--- config.mk ---
export PLATFORM = sky130hd
export DESIGN_NAME = flags_unit_flat
export DESIGN_NICKNAME = d
export VERILOG_FILES = /design/src/rtl/flags_unit_if.sv /design/src/rtl/flags_unit.sv /design/src/flat_wrapper.sv
export SDC_FILE = /design/constraint.sdc
export NUM_CORES = 1
export LEC_CHECK = 0
export CORE_MARGIN = 4
export CORE_UTILIZATION = 55
export CTS_CLUSTER_DIAMETER = 30
export DETAILED_ROUTE_END_ITERATION = 7
export DONT_BUFFER_PORTS = 1
export GPL_ROUTABILITY_DRIVEN = 0
export PLACE_DENSITY = 0.76
export SYNTH_ARGS = -nofsm -noshare
export SYNTH_HDL_FRONTEND = slang
export SYNTH_SLANG_ARGS = --single-unit
--- constraint.sdc ---
create_clock -name clk -period 3.5 [get_ports clk]
set_input_delay 0.175 -clock clk [delete_from_list [all_inputs] [get_ports clk]]
set_output_delay 0.175 -clock clk [all_outputs]
set_load 0.05 [all_outputs]
--- src/rtl/flags_unit_if.sv ---
// ---------------------------------------------------------------------------
// flags_unit_if
// Bundles the ALU-side and control-side signals of flags_unit so the block
// can be dropped between the ALU and the branch logic with a single port.
//
// Parameters
//   WIDTH : ALU result width in bits (>= 2)
//   DEPTH : number of flag save-stack entries (>= 1)
//
// Signals (direction seen from the master, i.e. the ALU/control side)
//   alu_result   out WIDTH  ALU result
//   alu_carry    out 1      ALU carry-out
//   alu_overflow out 1      ALU signed overflow
//   set_flags    out 1      update the flag register this cycle
//   flag_mask    out 4      per-flag update enable {N,Z,C,V}
//   push         out 1      save current flags onto the stack
//   pop          out 1      restore flags from the stack top
//   clear_sticky out 1      clear the sticky flags
//   cond         out 4      condition code to evaluate
//   flags        in  4      registered {N,Z,C,V}
//   sticky       in  4      accumulated flags since last clear
//   cond_true    in  1      cond evaluated against flags
//   depth_count  in  CW     number of valid stack entries
//   stack_full   in  1      depth_count == DEPTH
//   stack_empty  in  1      depth_count == 0
//   err          in  1      sticky stack overflow/underflow error
// ---------------------------------------------------------------------------
interface flags_unit_if #(
  parameter int WIDTH = 4,
  parameter int DEPTH = 4
);
  localparam int CW = $clog2(DEPTH + 1);

  logic [WIDTH-1:0] alu_result;
  logic             alu_carry;
  logic             alu_overflow;
  logic             set_flags;
  logic [3:0]       flag_mask;
  logic             push;
  logic             pop;
  logic             clear_sticky;
  logic [3:0]       cond;

  logic [3:0]       flags;
  logic [3:0]       sticky;
  logic             cond_true;
  logic [CW-1:0]    depth_count;
  logic             stack_full;
  logic             stack_empty;
  logic             err;

  modport master (
    output alu_result, alu_carry, alu_overflow, set_flags, flag_mask,
           push, pop, clear_sticky, cond,
    input  flags, sticky, cond_true, depth_count, stack_full, stack_empty, err
  );

  modport slave (
    input  alu_result, alu_carry, alu_overflow, set_flags, flag_mask,
           push, pop, clear_sticky, cond,
    output flags, sticky, cond_true, depth_count, stack_full, stack_empty, err
  );
endinterface

--- src/rtl/flags_unit.sv ---
// ---------------------------------------------------------------------------
// flags_unit
// Derives N/Z/C/V from an ALU result, holds them in a masked flag register,
// accumulates sticky flags, keeps a LIFO save/restore stack of flag values
// and evaluates an ARM-style 4-bit condition code against the current flags.
//
// Parameters
//   WIDTH : ALU result width in bits (>= 2)
//   DEPTH : flag save-stack entries (>= 1)
//
// Ports
//   clk  in  rising-edge clock
//   rst  in  asynchronous active-high reset
//   bus  flags_unit_if.slave - ALU inputs, control requests and all status
//        outputs (flags, sticky, cond_true, depth_count, stack_full,
//        stack_empty, err)
// ---------------------------------------------------------------------------
module flags_unit #(
  parameter int WIDTH = 4,
  parameter int DEPTH = 4
) (
  input  logic         clk,
  input  logic         rst,
  flags_unit_if.slave  bus
);

  localparam int CW = $clog2(DEPTH + 1);
  // Storage is rounded up to a power of two so depth_count can index it
  // directly; the slots at and above DEPTH are never written.
  localparam int SLOTS = 1 << CW;
  localparam logic [CW-1:0] DEPTH_CNT = CW'(DEPTH);

  logic [3:0]    r_flags;
  logic [3:0]    r_sticky;
  logic [CW-1:0] r_depth;
  logic          r_full;
  logic          r_empty;
  logic          r_err;
  logic [3:0]    r_stack [0:SLOTS-1];

  logic [3:0]    w_cand;
  logic [3:0]    w_maskedCand;
  logic          w_doPush;
  logic          w_doPop;
  logic          w_pushOk;
  logic          w_popOk;
  logic          w_setEff;
  logic [CW-1:0] w_topIdx;
  logic [CW-1:0] w_depthNext;
  logic          w_condTrue;
  logic          w_n;
  logic          w_z;
  logic          w_c;
  logic          w_v;

  // Candidate flags straight from the ALU, ordered {N,Z,C,V}.
  assign w_cand = {bus.alu_result[WIDTH-1], (bus.alu_result == '0),
                   bus.alu_carry, bus.alu_overflow};
  assign w_maskedCand = w_cand & bus.flag_mask;

  // A simultaneous push and pop cancels out: neither touches the stack.
  assign w_doPush = bus.push & ~bus.pop;
  assign w_doPop  = bus.pop & ~bus.push;
  assign w_pushOk = w_doPush & ~r_full;
  assign w_popOk  = w_doPop & ~r_empty;

  // A pop (even a failing one) takes priority over set_flags.
  assign w_setEff = bus.set_flags & ~w_doPop;

  assign w_topIdx = r_depth - CW'(1);

  // Next stack depth, shared by the counter and the full/empty registers.
  always_comb begin
    w_depthNext = r_depth;
    if (w_pushOk) begin
      w_depthNext = r_depth + CW'(1);
    end else if (w_popOk) begin
      w_depthNext = r_depth - CW'(1);
    end
  end

  // Flag register: restore from the stack on pop, otherwise masked update.
  always_ff @(posedge clk or posedge rst) begin
    if (rst) begin
      r_flags <= 4'b0000;
    end else if (w_doPop) begin
      if (!r_empty) begin
        r_flags <= r_stack[w_topIdx];
      end
    end else if (bus.set_flags) begin
      r_flags <= (r_flags & ~bus.flag_mask) | w_maskedCand;
    end
  end

  // Sticky flags: a clear in the same cycle as an update keeps only the
  // freshly written bits.
  always_ff @(posedge clk or posedge rst) begin
    if (rst) begin
      r_sticky <= 4'b0000;
    end else if (bus.clear_sticky) begin
      r_sticky <= w_setEff ? w_maskedCand : 4'b0000;
    end else if (w_setEff) begin
      r_sticky <= r_sticky | w_maskedCand;
    end
  end

  // Stack occupancy and registered full/empty indications.
  always_ff @(posedge clk or posedge rst) begin
    if (rst) begin
      r_depth <= '0;
      r_full  <= 1'b0;
      r_empty <= 1'b1;
    end else begin
      r_depth <= w_depthNext;
      r_full  <= (w_depthNext == DEPTH_CNT);
      r_empty <= (w_depthNext == '0);
    end
  end

  // Error latches on any rejected push or pop and only reset clears it.
  always_ff @(posedge clk or posedge rst) begin
    if (rst) begin
      r_err <= 1'b0;
    end else if ((w_doPush && r_full) || (w_doPop && r_empty)) begin
      r_err <= 1'b1;
    end
  end

  // Stack storage needs no reset; the saved value is the flag register as
  // it was before any same-cycle update.
  always_ff @(posedge clk) begin
    if (w_pushOk) begin
      r_stack[r_depth] <= r_flags;
    end
  end

  assign w_n = r_flags[3];
  assign w_z = r_flags[2];
  assign w_c = r_flags[1];
  assign w_v = r_flags[0];

  // Condition decode works only on the registered flags, never on the
  // candidates, so it reflects an update one cycle after it is requested.
  always_comb begin
    w_condTrue = 1'b0;
    case (bus.cond)
      4'd0:  w_condTrue = w_z;
      4'd1:  w_condTrue = ~w_z;
      4'd2:  w_condTrue = w_c;
      4'd3:  w_condTrue = ~w_c;
      4'd4:  w_condTrue = w_n;
      4'd5:  w_condTrue = ~w_n;
      4'd6:  w_condTrue = w_v;
      4'd7:  w_condTrue = ~w_v;
      4'd8:  w_condTrue = w_c & ~w_z;
      4'd9:  w_condTrue = ~w_c | w_z;
      4'd10: w_condTrue = (w_n == w_v);
      4'd11: w_condTrue = (w_n != w_v);
      4'd12: w_condTrue = ~w_z & (w_n == w_v);
      4'd13: w_condTrue = w_z | (w_n != w_v);
      4'd14: w_condTrue = 1'b1;
      default: w_condTrue = 1'b0;
    endcase
  end

  assign bus.flags       = r_flags;
  assign bus.sticky      = r_sticky;
  assign bus.cond_true   = w_condTrue;
  assign bus.depth_count = r_depth;
  assign bus.stack_full  = r_full;
  assign bus.stack_empty = r_empty;
  assign bus.err         = r_err;

endmodule

--- src/flat_wrapper.sv ---
// flat-port wrapper written by rule: the top's interface ports become plain ports
module flags_unit_flat 
#(
  parameter int WIDTH = 4,
  parameter int DEPTH = 4
)
  (clk, rst, bus_alu_result, bus_alu_carry, bus_alu_overflow, bus_set_flags, bus_flag_mask, bus_push, bus_pop, bus_clear_sticky, bus_cond, bus_flags, bus_sticky, bus_cond_true, bus_depth_count, bus_stack_full, bus_stack_empty, bus_err);
  flags_unit_if #(.WIDTH(WIDTH), .DEPTH(DEPTH)) bus_i ();
  input  logic clk;
  input  logic rst;
  input wire logic [$bits(bus_i.alu_result)-1:0] bus_alu_result;
  input wire logic [$bits(bus_i.alu_carry)-1:0] bus_alu_carry;
  input wire logic [$bits(bus_i.alu_overflow)-1:0] bus_alu_overflow;
  input wire logic [$bits(bus_i.set_flags)-1:0] bus_set_flags;
  input wire logic [$bits(bus_i.flag_mask)-1:0] bus_flag_mask;
  input wire logic [$bits(bus_i.push)-1:0] bus_push;
  input wire logic [$bits(bus_i.pop)-1:0] bus_pop;
  input wire logic [$bits(bus_i.clear_sticky)-1:0] bus_clear_sticky;
  input wire logic [$bits(bus_i.cond)-1:0] bus_cond;
  output wire logic [$bits(bus_i.flags)-1:0] bus_flags;
  output wire logic [$bits(bus_i.sticky)-1:0] bus_sticky;
  output wire logic [$bits(bus_i.cond_true)-1:0] bus_cond_true;
  output wire logic [$bits(bus_i.depth_count)-1:0] bus_depth_count;
  output wire logic [$bits(bus_i.stack_full)-1:0] bus_stack_full;
  output wire logic [$bits(bus_i.stack_empty)-1:0] bus_stack_empty;
  output wire logic [$bits(bus_i.err)-1:0] bus_err;
  assign bus_i.alu_result = bus_alu_result;
  assign bus_i.alu_carry = bus_alu_carry;
  assign bus_i.alu_overflow = bus_alu_overflow;
  assign bus_i.set_flags = bus_set_flags;
  assign bus_i.flag_mask = bus_flag_mask;
  assign bus_i.push = bus_push;
  assign bus_i.pop = bus_pop;
  assign bus_i.clear_sticky = bus_clear_sticky;
  assign bus_i.cond = bus_cond;
  assign bus_flags = bus_i.flags;
  assign bus_sticky = bus_i.sticky;
  assign bus_cond_true = bus_i.cond_true;
  assign bus_depth_count = bus_i.depth_count;
  assign bus_stack_full = bus_i.stack_full;
  assign bus_stack_empty = bus_i.stack_empty;
  assign bus_err = bus_i.err;
  flags_unit #(.WIDTH(WIDTH), .DEPTH(DEPTH)) u_core (.clk(clk), .rst(rst), .bus(bus_i));
endmodule
==> metrics.md <==
| Metric | Value |
|---|---|
| CP top delay family | flip-flops |
| Number of library cell types mapped by synthesis | 43 |
| Fill count | 287 |
| Post-layout util | 0.623 |
| Die X | 70.6 um |
| Buf/Inv on CP | 2 |
| Mapped Cells | 157 |
| Final min period | 2460 ps |
| RSZ-0062 raised after global routing | false |
| PortBufs | 0 |
| Worst path arrival time | 2280 ps |
| Clk root buf | clkbuf_8 |
| Worst setup EP type | output pin |
| First-pass DRT Iterations | 5 |
| DR DRC count | 0 |
| Main combinational cell family by area after synthesis | multiplexers |
| Power density over cell area | 869 nW/um^2 |
| Syn_area_per_cell | 13.7 um^2 |
| WP depth | 6 |
| Internal reg-to-reg setup slack | 1170 ps |
| Synth Area in Simple Gates | 0.102 |
| Worst R2R Path Depth | 5 |
| CP max-delay cell | dfrtp_1 |
| Clk pin slew, worst setup/hold paths | 80 ps |
| Final Total Pwr | 2.01 mW |
| FMAX | 0.407 GHz |
| Max-Cap Viols | 0 |
| Final setup viols | 0 |
| Iteration-0 DRC Markers | 60 |
| Antenna diodes | 0 |
| Area added between synthesis and finish | 7.30% |
| Total number of vias | 1307 |
| Cell area after synthesis | 2160 um^2 |
| Core area | 3720 um^2 |
| Worst VDD drop | 428 uV |
| XOR/XNOR Fraction of Synth Area | 0.0243 |
| Final slew viol count | 0 |
| Crit Reg-Reg Startpoint | u_core.bus.depth_count[1]$_DFF_PP0_ |
| Initial antenna violation count | 0 |
| Max Root-Sink Buffers | 2 |
| Die area | 4990 um^2 |
| Critical path class | flop to output pin |
| Global-route usage over all layers | 0.183 |
| H-tree levels | 2 |
| EDFF count, synth | 32 |
| Hold Crit Start | bus_push |
| Clock tree sinks | 46 |
| Number of global-route vias before repair | 1324 |
| CTS resizes | 0 |
| P_leak | 0.855 nW |
| DR WL/cell | 20.5 um |
| Nets | 184 |
| Slew headroom | 0.397 |
| Detailed Place HPWL | 3130 um |
| Clock Latency Late Sink | 300 ps |
| Num CTS Buffers | 5 |
| Fin worst setup slack | 1040 ps |
| Outcome | complete, no violations |
| Die height | 70.6 um |
| Ys Warns | 0 |
| Post-DRT Antenna Nets | 0 |
| Mux contribution to synthesized area | 0.126 |
| Row count | 22 |
| First-pass GRT wire length | 6840 um |
| Total congestion overflow | 0 |
| #FFs+latches synth | 46 |
| Hold depth | 1 |
| Ports | 35 |
| Clk_skew | 4.71 ps |
| Final wirelength | 4320 um |
| Crit-path max FO | 12 |
| Hold Crit Class | primary input to flop |
| Largest net degree at the start of global routing | 15 |
| Slowest stage delay, CP | 880 ps |
| Sequential Area | 1310 um^2 |
| Post-DR vias/cell | 6.19 |
| Seq/Total Area, Yosys | 0.608 |
| Layout cell share with drive strength beyond 1 | 0.0982 |
| Compound-Gate Fraction of Synth Area | 0.0835 |
| Fin. Hold Viols | 0 |
| Worst Path Required | 3320 ps |
| Syn nets | 179 |
| Post-Place Setup Slack | 1180 ps |
| Adder-cell area share of the yosys netlist | 0.0116 |
| Final period util | 0.703 |
| Starting density of the core | 0.581 |
| CP most frequent cell | a21oi_1 |
| Worst-margin pin slew | 904 ps |
| CTS tree | built |
| Synth Flop Type | edfxtp_1 |
| Setup TNS Final | 0 ps |
| FFs w/ async S/R, synth | 0.304 |
| Endpoint, Worst Hold | u_core.bus.err$_DFFE_PP0P_ |
| Setup crit start kind | flop |
| Crit-path cells | inv_1 -> and4b_1 -> a21oi_1 -> nand3_1 -> a21oi_1 -> buf_4 |
| Footprint of the multi-input gates | 751 um^2 |
## report_power, final
group	switching, mW	internal, mW
clock	0.170	0.210
combinational	0.321	0.288
sequential	0.307	0.718
## through the flow
stage	area, um^2	hold slack [ps]	std cells
3_5_place_dp	2190	141	201
3_3_place_gp	2190	122	201
5_1_grt	2320	44.7	211
2_1_floorplan	2160	63.5	157
4_1_cts	2320	46.0	211
6_report	2320	55.9	211
## synth_stat cells (2+ instances only)
cell type	n	share of area
mux2i_1	7	0.032
nand2b_1	2	0.0058
dfrtp_1	13	0.15
ha_1	2	0.012
nand3_1	6	0.014
o211ai_1	2	0.0070
nor4_1	2	0.0058
and2_1	3	0.0087
inv_1	11	0.019
mux4_1	6	0.073
a21oi_1	7	0.016
nand2_1	7	0.012
mux4_2	2	0.021
clkbuf_1	2	0.0035
xnor2_1	5	0.020
edfxtp_1	32	0.45
nor2b_1	2	0.0058
nor2_1	8	0.014
buf_4	2	0.0070
o21ai_0	10	0.023
nor3_1	4	0.0093
## kinds of logic after synthesis
logic type / count (synthesis)
xor+xnor: 6
buf+inv: 18
simple gates: 42
compound gates: 28
fa+ha+maj: 2
mux: 15
flops: 46
## worst max-delay path by stage
stage / startpoint / to / slack (ps)
after floorplan: flop / bus_cond_true / 1160
after global placement: u_core.bus.depth_count[1]$_DFF_PP0_ / flop / 1290
after detailed placement: u_core.bus.depth_count[1]$_DFF_PP0_ / flop / 1180
after CTS: flop / bus_cond_true / 1000
after global routing: flop / bus_cond_true / 850
final: flop / bus_cond_true / 1040
## what timing repair did
action                     4_1_cts  5_1_grt
setup endpoints to repair        0        0
hold endpoints to repair        17        0
buffers inserted                 0        0
hold buffers                     2        0
## sequential cells by signal (all words and copies together), names as in the netlist, named ones only
signal                  cells
u_core.bus.stack_empty      1
u_core.r_stack             32
u_core.bus.stack_full       1
u_core.bus.sticky           4
u_core.bus.err              1
u_core.bus.depth_count      3
## layer usage
| metal | share of wire | vias to the layer above | global-route usage |
|---|---|---|---|
| met1 | 0.41 | 653 | 0.218 |
| met5 | 0 | - | 0 |
| met2 | 0.51 | 46 | 0.313 |
| met4 | 0.012 | 0 | 0.0626 |
| li1 | - | 601 | - |
| met3 | 0.060 | 7 | 0.0582 |
## final cells by class
type                            count  share of cell area
Sequential cell                    46               0.567
Multi-Input combinational cell     93               0.324
Clock buffer                        5              0.0297
Tap cell                           48              0.0259
Timing Repair Buffer                5              0.0184
Inverter                           11              0.0178
Clock inverter                      3              0.0173
## layout by cell type, fill, tap and decap left out, drive strengths merged, types with 2 or more instances in the layout
master | netlist | layout
mux4 | 8 | 8
a21oi | 7 | 7
clkinv | 0 | 2
nand2 | 7 | 7
ha | 2 | 2
xnor2 | 5 | 5
nor2 | 9 | 9
nand3 | 6 | 6
nor2b | 2 | 2
inv | 11 | 11
nand2b | 2 | 2
nor3 | 4 | 4
dfrtp | 13 | 13
o21ai | 10 | 10
clkbuf | 2 | 5
mux2i | 7 | 7
dlygate4sd3 | 0 | 2
edfxtp | 32 | 32
and2 | 4 | 4
nor4 | 2 | 2
buf | 5 | 3
o211ai | 2 | 2
## worst register-to-register path, cell delays in order, from the launching register on
cell and delay (ps):
dfrtp_1 770, inv_1 170, ha_1 610, mux4_1 390
mux2i_1 160, o211ai_1 100
Power figures use the tool's default switching activity.
